File: src/rtl/seg_mux_driver.sv
// seg_mux_driver: banked multiplexed 7-segment scanner with frame-latched inputs, masks, zero suppression and PWM
module seg_mux_driver #(
  parameter int NUM_DIGITS = 8,
  parameter int BANKS = 2,
  parameter int CLK_DIV = 100000,
  parameter int PWM_BITS = 3,
  parameter int BLINK_DIV = 250
) (
  input  logic                    clk,
  input  logic                    rst_n,
  input  logic                    enable,
  input  logic [4*NUM_DIGITS-1:0] digits,
  input  logic [NUM_DIGITS-1:0]   dp_mask,
  input  logic [NUM_DIGITS-1:0]   blank_mask,
  input  logic [NUM_DIGITS-1:0]   blink_mask,
  input  logic                    lz_en,
  input  logic [PWM_BITS-1:0]     brightness,
  output logic [NUM_DIGITS-1:0]   an,
  output logic [8*BANKS-1:0]      seg,
  output logic                    frame_start
);
  localparam int DPB = NUM_DIGITS / BANKS;
  localparam int SW = DPB > 1 ? $clog2(DPB) : 1;
  localparam int DW = $clog2(CLK_DIV);
  localparam int FW = $clog2(BLINK_DIV + 1);
  logic [DW-1:0] div_cnt;
  logic [SW-1:0] scan_idx;
  logic [PWM_BITS-1:0] pwm_cnt;
  logic [FW-1:0] frame_cnt;
  logic blink_phase, lz_sh, tick, wrap;
  logic [4*NUM_DIGITS-1:0] dig_sh;
  logic [NUM_DIGITS-1:0] dp_sh, blank_sh, blink_sh, zpre, lit, an_d;
  logic [8*BANKS-1:0] seg_d;
  function automatic logic [6:0] decode(input logic [3:0] v);
    case (v)
      4'd0: decode = 7'h7E;
      4'd1: decode = 7'h30;
      4'd2: decode = 7'h6D;
      4'd3: decode = 7'h79;
      4'd4: decode = 7'h33;
      4'd5: decode = 7'h5B;
      4'd6: decode = 7'h5F;
      4'd7: decode = 7'h70;
      4'd8: decode = 7'h7F;
      4'd9: decode = 7'h7B;
      default: decode = 7'h01;
    endcase
  endfunction
  assign tick = div_cnt == DW'(CLK_DIV - 1);
  assign wrap = tick && scan_idx == SW'(DPB - 1);
  for (genvar i = 0; i < NUM_DIGITS; i++) begin : g_d
    localparam logic LAST = (i % DPB) == DPB - 1;
    // zpre: this digit and every digit left of it in its bank are zero
    assign zpre[i] = dig_sh[4*i+3 : 4*(i - i % DPB)] == '0;
    assign lit[i] = enable && !blank_sh[i] && !(blink_sh[i] && blink_phase)
                    && !(lz_sh && !LAST && zpre[i]) && pwm_cnt <= brightness;
    assign an_d[i] = lit[i] && scan_idx == SW'(i % DPB);
  end
  for (genvar b = 0; b < BANKS; b++) begin : g_b
    logic [DPB-1:0] lit_b, dp_b;
    logic [4*DPB-1:0] dig_b;
    assign lit_b = lit[b*DPB +: DPB];
    assign dp_b = dp_sh[b*DPB +: DPB];
    assign dig_b = dig_sh[4*DPB*b +: 4*DPB];
    assign seg_d[8*b +: 8] = lit_b[scan_idx] ? {dp_b[scan_idx], decode(dig_b[{scan_idx, 2'b00} +: 4])} : 8'h00;
  end
  always_ff @(posedge clk or negedge rst_n) begin
    if (!rst_n) begin
      div_cnt <= '0;
      scan_idx <= '0;
      pwm_cnt <= '0;
      frame_cnt <= '0;
      blink_phase <= 1'b0;
      frame_start <= 1'b0;
      an <= '0;
      seg <= '0;
      dig_sh <= '0;
      dp_sh <= '0;
      blank_sh <= '1;
      blink_sh <= '0;
      lz_sh <= 1'b0;
    end else begin
      div_cnt <= tick ? '0 : div_cnt + 1'b1;
      pwm_cnt <= pwm_cnt + 1'b1;
      if (tick) scan_idx <= (scan_idx == SW'(DPB - 1)) ? '0 : scan_idx + 1'b1;
      frame_start <= wrap;
      an <= an_d;
      seg <= seg_d;
      if (wrap) begin
        dig_sh <= digits;
        dp_sh <= dp_mask;
        blank_sh <= blank_mask;
        blink_sh <= blink_mask;
        lz_sh <= lz_en;
        frame_cnt <= (frame_cnt == FW'(BLINK_DIV - 1)) ? '0 : frame_cnt + 1'b1;
        if (frame_cnt == FW'(BLINK_DIV - 1)) blink_phase <= !blink_phase;
      end
    end
  end
endmodule

File: config.mk
export PLATFORM = sky130hd
export DESIGN_NAME = seg_mux_driver
export DESIGN_NICKNAME = d
export VERILOG_FILES = /design/src/rtl/seg_mux_driver.sv
export SDC_FILE = /design/constraint.sdc
export NUM_CORES = 1
export LEC_CHECK = 0
export ABC_CLOCK_PERIOD_IN_PS = 3610
export BUFFER_PORTS_ARGS = -buffer_cell sky130_fd_sc_hd__buf_4
export CORE_ASPECT_RATIO = 0.5
export CORE_MARGIN = 2
export CORE_UTILIZATION = 45
export CTS_BUF_LIST = sky130_fd_sc_hd__clkbuf_4 sky130_fd_sc_hd__clkbuf_8
export CTS_CLUSTER_DIAMETER = 80
export CTS_CLUSTER_SIZE = 14
export DETAILED_ROUTE_END_ITERATION = 10
export PLACE_DENSITY_LB_ADDON = 0.2
export SYNTH_ARGS = -nofsm -noshare
export SYNTH_HDL_FRONTEND = slang
export SYNTH_SLANG_ARGS = --single-unit
File: constraint.sdc
create_clock -name clk -period 3.61 [get_ports clk]
set_input_delay 0.361 -clock clk [delete_from_list [all_inputs] [get_ports clk]]
set_output_delay 0.361 -clock clk [all_outputs]
set_load 0.02 [all_outputs]
==> impl_metrics.py <==
metrics = {
    "status": {
        "outcome": "finished, final reports clean",
    },
    "floorplan": {
        "design.core.area_um2": 11200,
        "dieWidth_um": 157,
        "fp.dieArea_um2": 12600,
        "start_util_pct": 47.0,
        "chipHeight_um": 80.5,
        "core.rowCount": 27,
        "top_level_ports": 88,
    },
    "yosys": {
        "edff_count_synth": 0,
        "post_synth_num_cell_types": 53,
        "ys_ff_latch": 113,
        "ys_dominant_reg_cell": "dfrtp_1",
        "syn_nets": 620,
        "syn_area_um2": 5270,
        "yosysWarnings": 0,
        "syn_avg_cell_area_um2": 9.83,
        "synthesis.instances": 536,
        "postSynth.asyncResetShare_pct": 100,
        "synth-seq-area-share_pct": 53.9,
    },
    "placed_design": {
        "dp.final_hpwl_um": 8180,
        "pre_cts_setup_slack_ns": 1.42,
        "placement.io_buffers": 87,
        "dpl.cell_count": 770,
        "gpl.final_weighted_congestion": 0.835,
    },
    "layout": {
        "layout.nets": 715,
        "regArea_um2": 2840,
        "antenna-diode-count": 0,
        "fin_util_pct": 58.2,
        "instances_no_fill": 803,
        "area_delta_synth_final_pct": 23.9,
        "multi_input_comb_area_um2": 2260,
        "fill_cells": 1030,
        "fraction_of_layout_instances_using_a_drive_strength_above_1_pct": 25.0,
    },
    "drt": {
        "1st_iter_drt_viols": 203,
        "wl_per_cell_um": 14.3,
        "route.detailed.drc": 0,
        "route.vias.total": 3987,
        "vias_per_cell": 4.97,
        "route.final.wire_length_um": 11500,
        "postRouteAntennaNets": 0,
        "first_pass_iters": 4,
    },
    "power_and_ir_drop": {
        "power_density_nw_per_um2": 407,
        "clockPowerShare_pct": 49.0,
        "share_seq_of_total_power_pct": 47.7,
        "netSwitchingPower_mw": 0.574,
        "intPower_mw": 2.08,
        "ir_worst_vdd_v": 0.000263,
        "leakagePower_nw": 3.10,
        "power.combinational.fraction_pct": 3.4,
        "netSwitchingFraction_pct": 21.6,
    },
    "worst_setup_path": {
        "setup.worst_path.end_class": "flop",
        "path_max_fanout": 10,
        "worst_ep_required_time_ns": 3.91,
        "timing_worst_setup_path_type": "reg2reg",
        "worst_path_largest_cell_delay_ns": 0.57,
        "worst_setup_sp_type": "flop",
        "timing.critical_path.cells": "buf_4, mux4_2, inv_1, ha_1, inv_1, nor2_1, o21bai_1, a21oi_1",
        "cp_data_arrival_time_ns": 2.54,
        "cpMaxStageDelayCell": "mux4_2",
        "crit_path_frequent_cell": "inv_1",
    },
    "clocking": {
        "postCtsResizedCells": 0,
        "tritoncts_clock_tree": "yes",
        "clock_path_buffers": 2,
        "clock_latency_ns": 0.43,
        "postCtsHoldBufs": 1,
        "cts.htree.levels": 4,
        "cts_root_buf": "clkbuf_8",
        "clk_pin_slew_worst_paths_ns": 0.07,
        "cts-buffers-inserted": 17,
        "cts.repair_timing.setup_buffer_count": 0,
        "tritoncts_num_sinks": 113,
    },
    "global_route": {
        "grt_antenna_before_repair": 0,
        "grtUsageTotal_pct": 19.7,
        "grt_overflow_total": 0,
        "grt_first_pass_wirelength_um": 18800,
        "maximum_number_of_pins_on_one_net_before_global_route_repair": 101,
        "grt_pass1_vias": 3841,
    },
    "timing": {
        "timing.final.ws_setup_ns": 1.37,
        "finalSetupViolations": 0,
        "period_minus_slack_ns": 2.24,
        "worst_slew_pin_slew_ns": 0.776,
        "slew_headroom_pct": 48.2,
        "setup_tns_ns": 0,
        "holdWs_ns": 0.119,
        "slew_violations": 0,
        "grt_setup_unrepaired": "false",
        "clock_skew_ns": 0.00936,
        "timing.fmax_ghz": 0.447,
        "final_min_period_over_clock_period_pct": 62.0,
        "final_number_of_hold_violating_endpoints": 0,
    },
    "job": {
        "drv.max_cap_violation_count": 0,
    },
    "worst_hold_path": {
        "timing.hold.worst.class": "in2reg",
    },
}
==> power by group through the flow <==
stage / clock [mW] / combinational [mW] / sequential, mW
after floorplan: 0 / 0.00787 / 1.29
after global placement: 0 / 0.0907 / 1.29
after detailed placement: 0 / 0.0908 / 1.29
after CTS: 1.33 / 0.0921 / 1.27
after global routing: 1.38 / 0.0997 / 1.27
final: 1.30 / 0.0890 / 1.27
==> Yosys cell counts (2+ instances only) <==
master / n / area [µm²]
mux4_2: 9 / 203
inv_1: 14 / 52.6
or4_1: 4 / 30.0
ha_1: 21 / 263
clkbuf_1: 3 / 11.3
and4_1: 3 / 26.3
dfrtp_1: 105 / 2630
and2_1: 2 / 12.5
xnor2_1: 9 / 78.8
o21ai_1: 10 / 50.1
nor2b_1: 4 / 25.0
mux2i_1: 3 / 30.0
nor3_2: 2 / 20.0
nand2_2: 2 / 12.5
nand2_1: 192 / 721
a31oi_1: 3 / 18.8
mux2_2: 2 / 22.5
o41ai_2: 3 / 48.8
and3_1: 5 / 31.3
nor2_1: 30 / 113
nand2b_1: 2 / 12.5
a21oi_1: 17 / 85.1
nand3_1: 10 / 50.1
dfstp_2: 8 / 210
buf_4: 3 / 22.5
or3_1: 2 / 12.5
o31ai_1: 4 / 30.0
buf_2: 12 / 60.1
inv_2: 3 / 11.3
a211oi_1: 3 / 22.5
xor2_1: 6 / 52.6
nor4b_1: 2 / 17.5
o21ai_0: 14 / 70.1
nand4_1: 5 / 31.3
==> logic make-up after synthesis <==
logic type               share of synthesized area [%]
buffers and inverters                             3.28
adder cells (fa/ha/maj)                           4.99
AO/OA/AOI/OAI                                     8.26
multiplexers                                      4.84
flip-flops                                        53.9
AND/OR/NAND/NOR                                   22.3
XOR/XNOR                                          2.49
==> registers in the layout, summed over array words and instances, names as in the netlist <==
signal       flops
an               8
scan_idx         2
frame_start      1
blink_sh         8
seg             16
lz_sh            1
div_cnt         17
frame_cnt        8
pwm_cnt          3
blink_phase      1
dp_sh            8
dig_sh          32
blank_sh         8
==> worst paths after layout <==
path | slack [ns] | to | start | cells past startpoint
max | 1.37 | seg[3] | scan_idx[0] | 8
min | 0.12 | dig_sh[6] | digits[6] | 3
max reg2reg | 1.37 | seg[3] | scan_idx[0] | 8
min reg2reg | 0.44 | pwm_cnt[0] | pwm_cnt[0] | 1
max in group asynchronous | 2.50 | dig_sh[19] | rst_n | 3
min in group asynchronous | 0.32 | div_cnt[1] | rst_n | 2
==> cell usage in the layout (no fill, tap or decap), types with 9 or more instances in the layout <==
| master | n |
|---|---|
| a21oi_1 | 17 |
| buf_4 | 93 |
| clkbuf_8 | 18 |
| dfrtp_1 | 105 |
| ha_1 | 21 |
| inv_1 | 14 |
| mux4_2 | 9 |
| nand2_1 | 192 |
| nand3_1 | 10 |
| nor2_1 | 30 |
| o21ai_0 | 14 |
| o21ai_1 | 10 |
| xnor2_1 | 9 |
==> metal layers <==
layer,global-route usage [%],wire [µm],up-vias
met1,26.8,5570,1925
met5,0,0,-
li1,-,-,1982
met2,30.7,5310,71
met4,7.18,93,0
met3,5.13,516,9
==> per-stage QoR <==
step,total power [mW],cell area (µm²)
finish,2.66,6530
CTS,2.69,6530
global placement,1.38,6080
floorplan,1.30,5270
global route,2.75,6530
detailed placement,1.38,6080
==> critical path: cells and delay by family (launching register included) <==
kind / cells / cell delay (ns)
AO/OA/AOI/OAI: 2 / 0.23
adder cells (fa/ha/maj): 1 / 0.16
buffers and inverters: 3 / 0.45
flip-flops: 1 / 0.56
multiplexers: 1 / 0.57
AND/OR/NAND/NOR: 1 / 0.14
==> layout make-up <==
cell class,instances,share of cell area [%]
sequential,113,43.5
multi-input combinational,386,34.6
timing repair buffer,95,11.2
clock buffer,18,3.80
tap,159,3.05
clock inverter,14,2.89
inverter,18,1.04
Power figures use the tool's default switching activity.
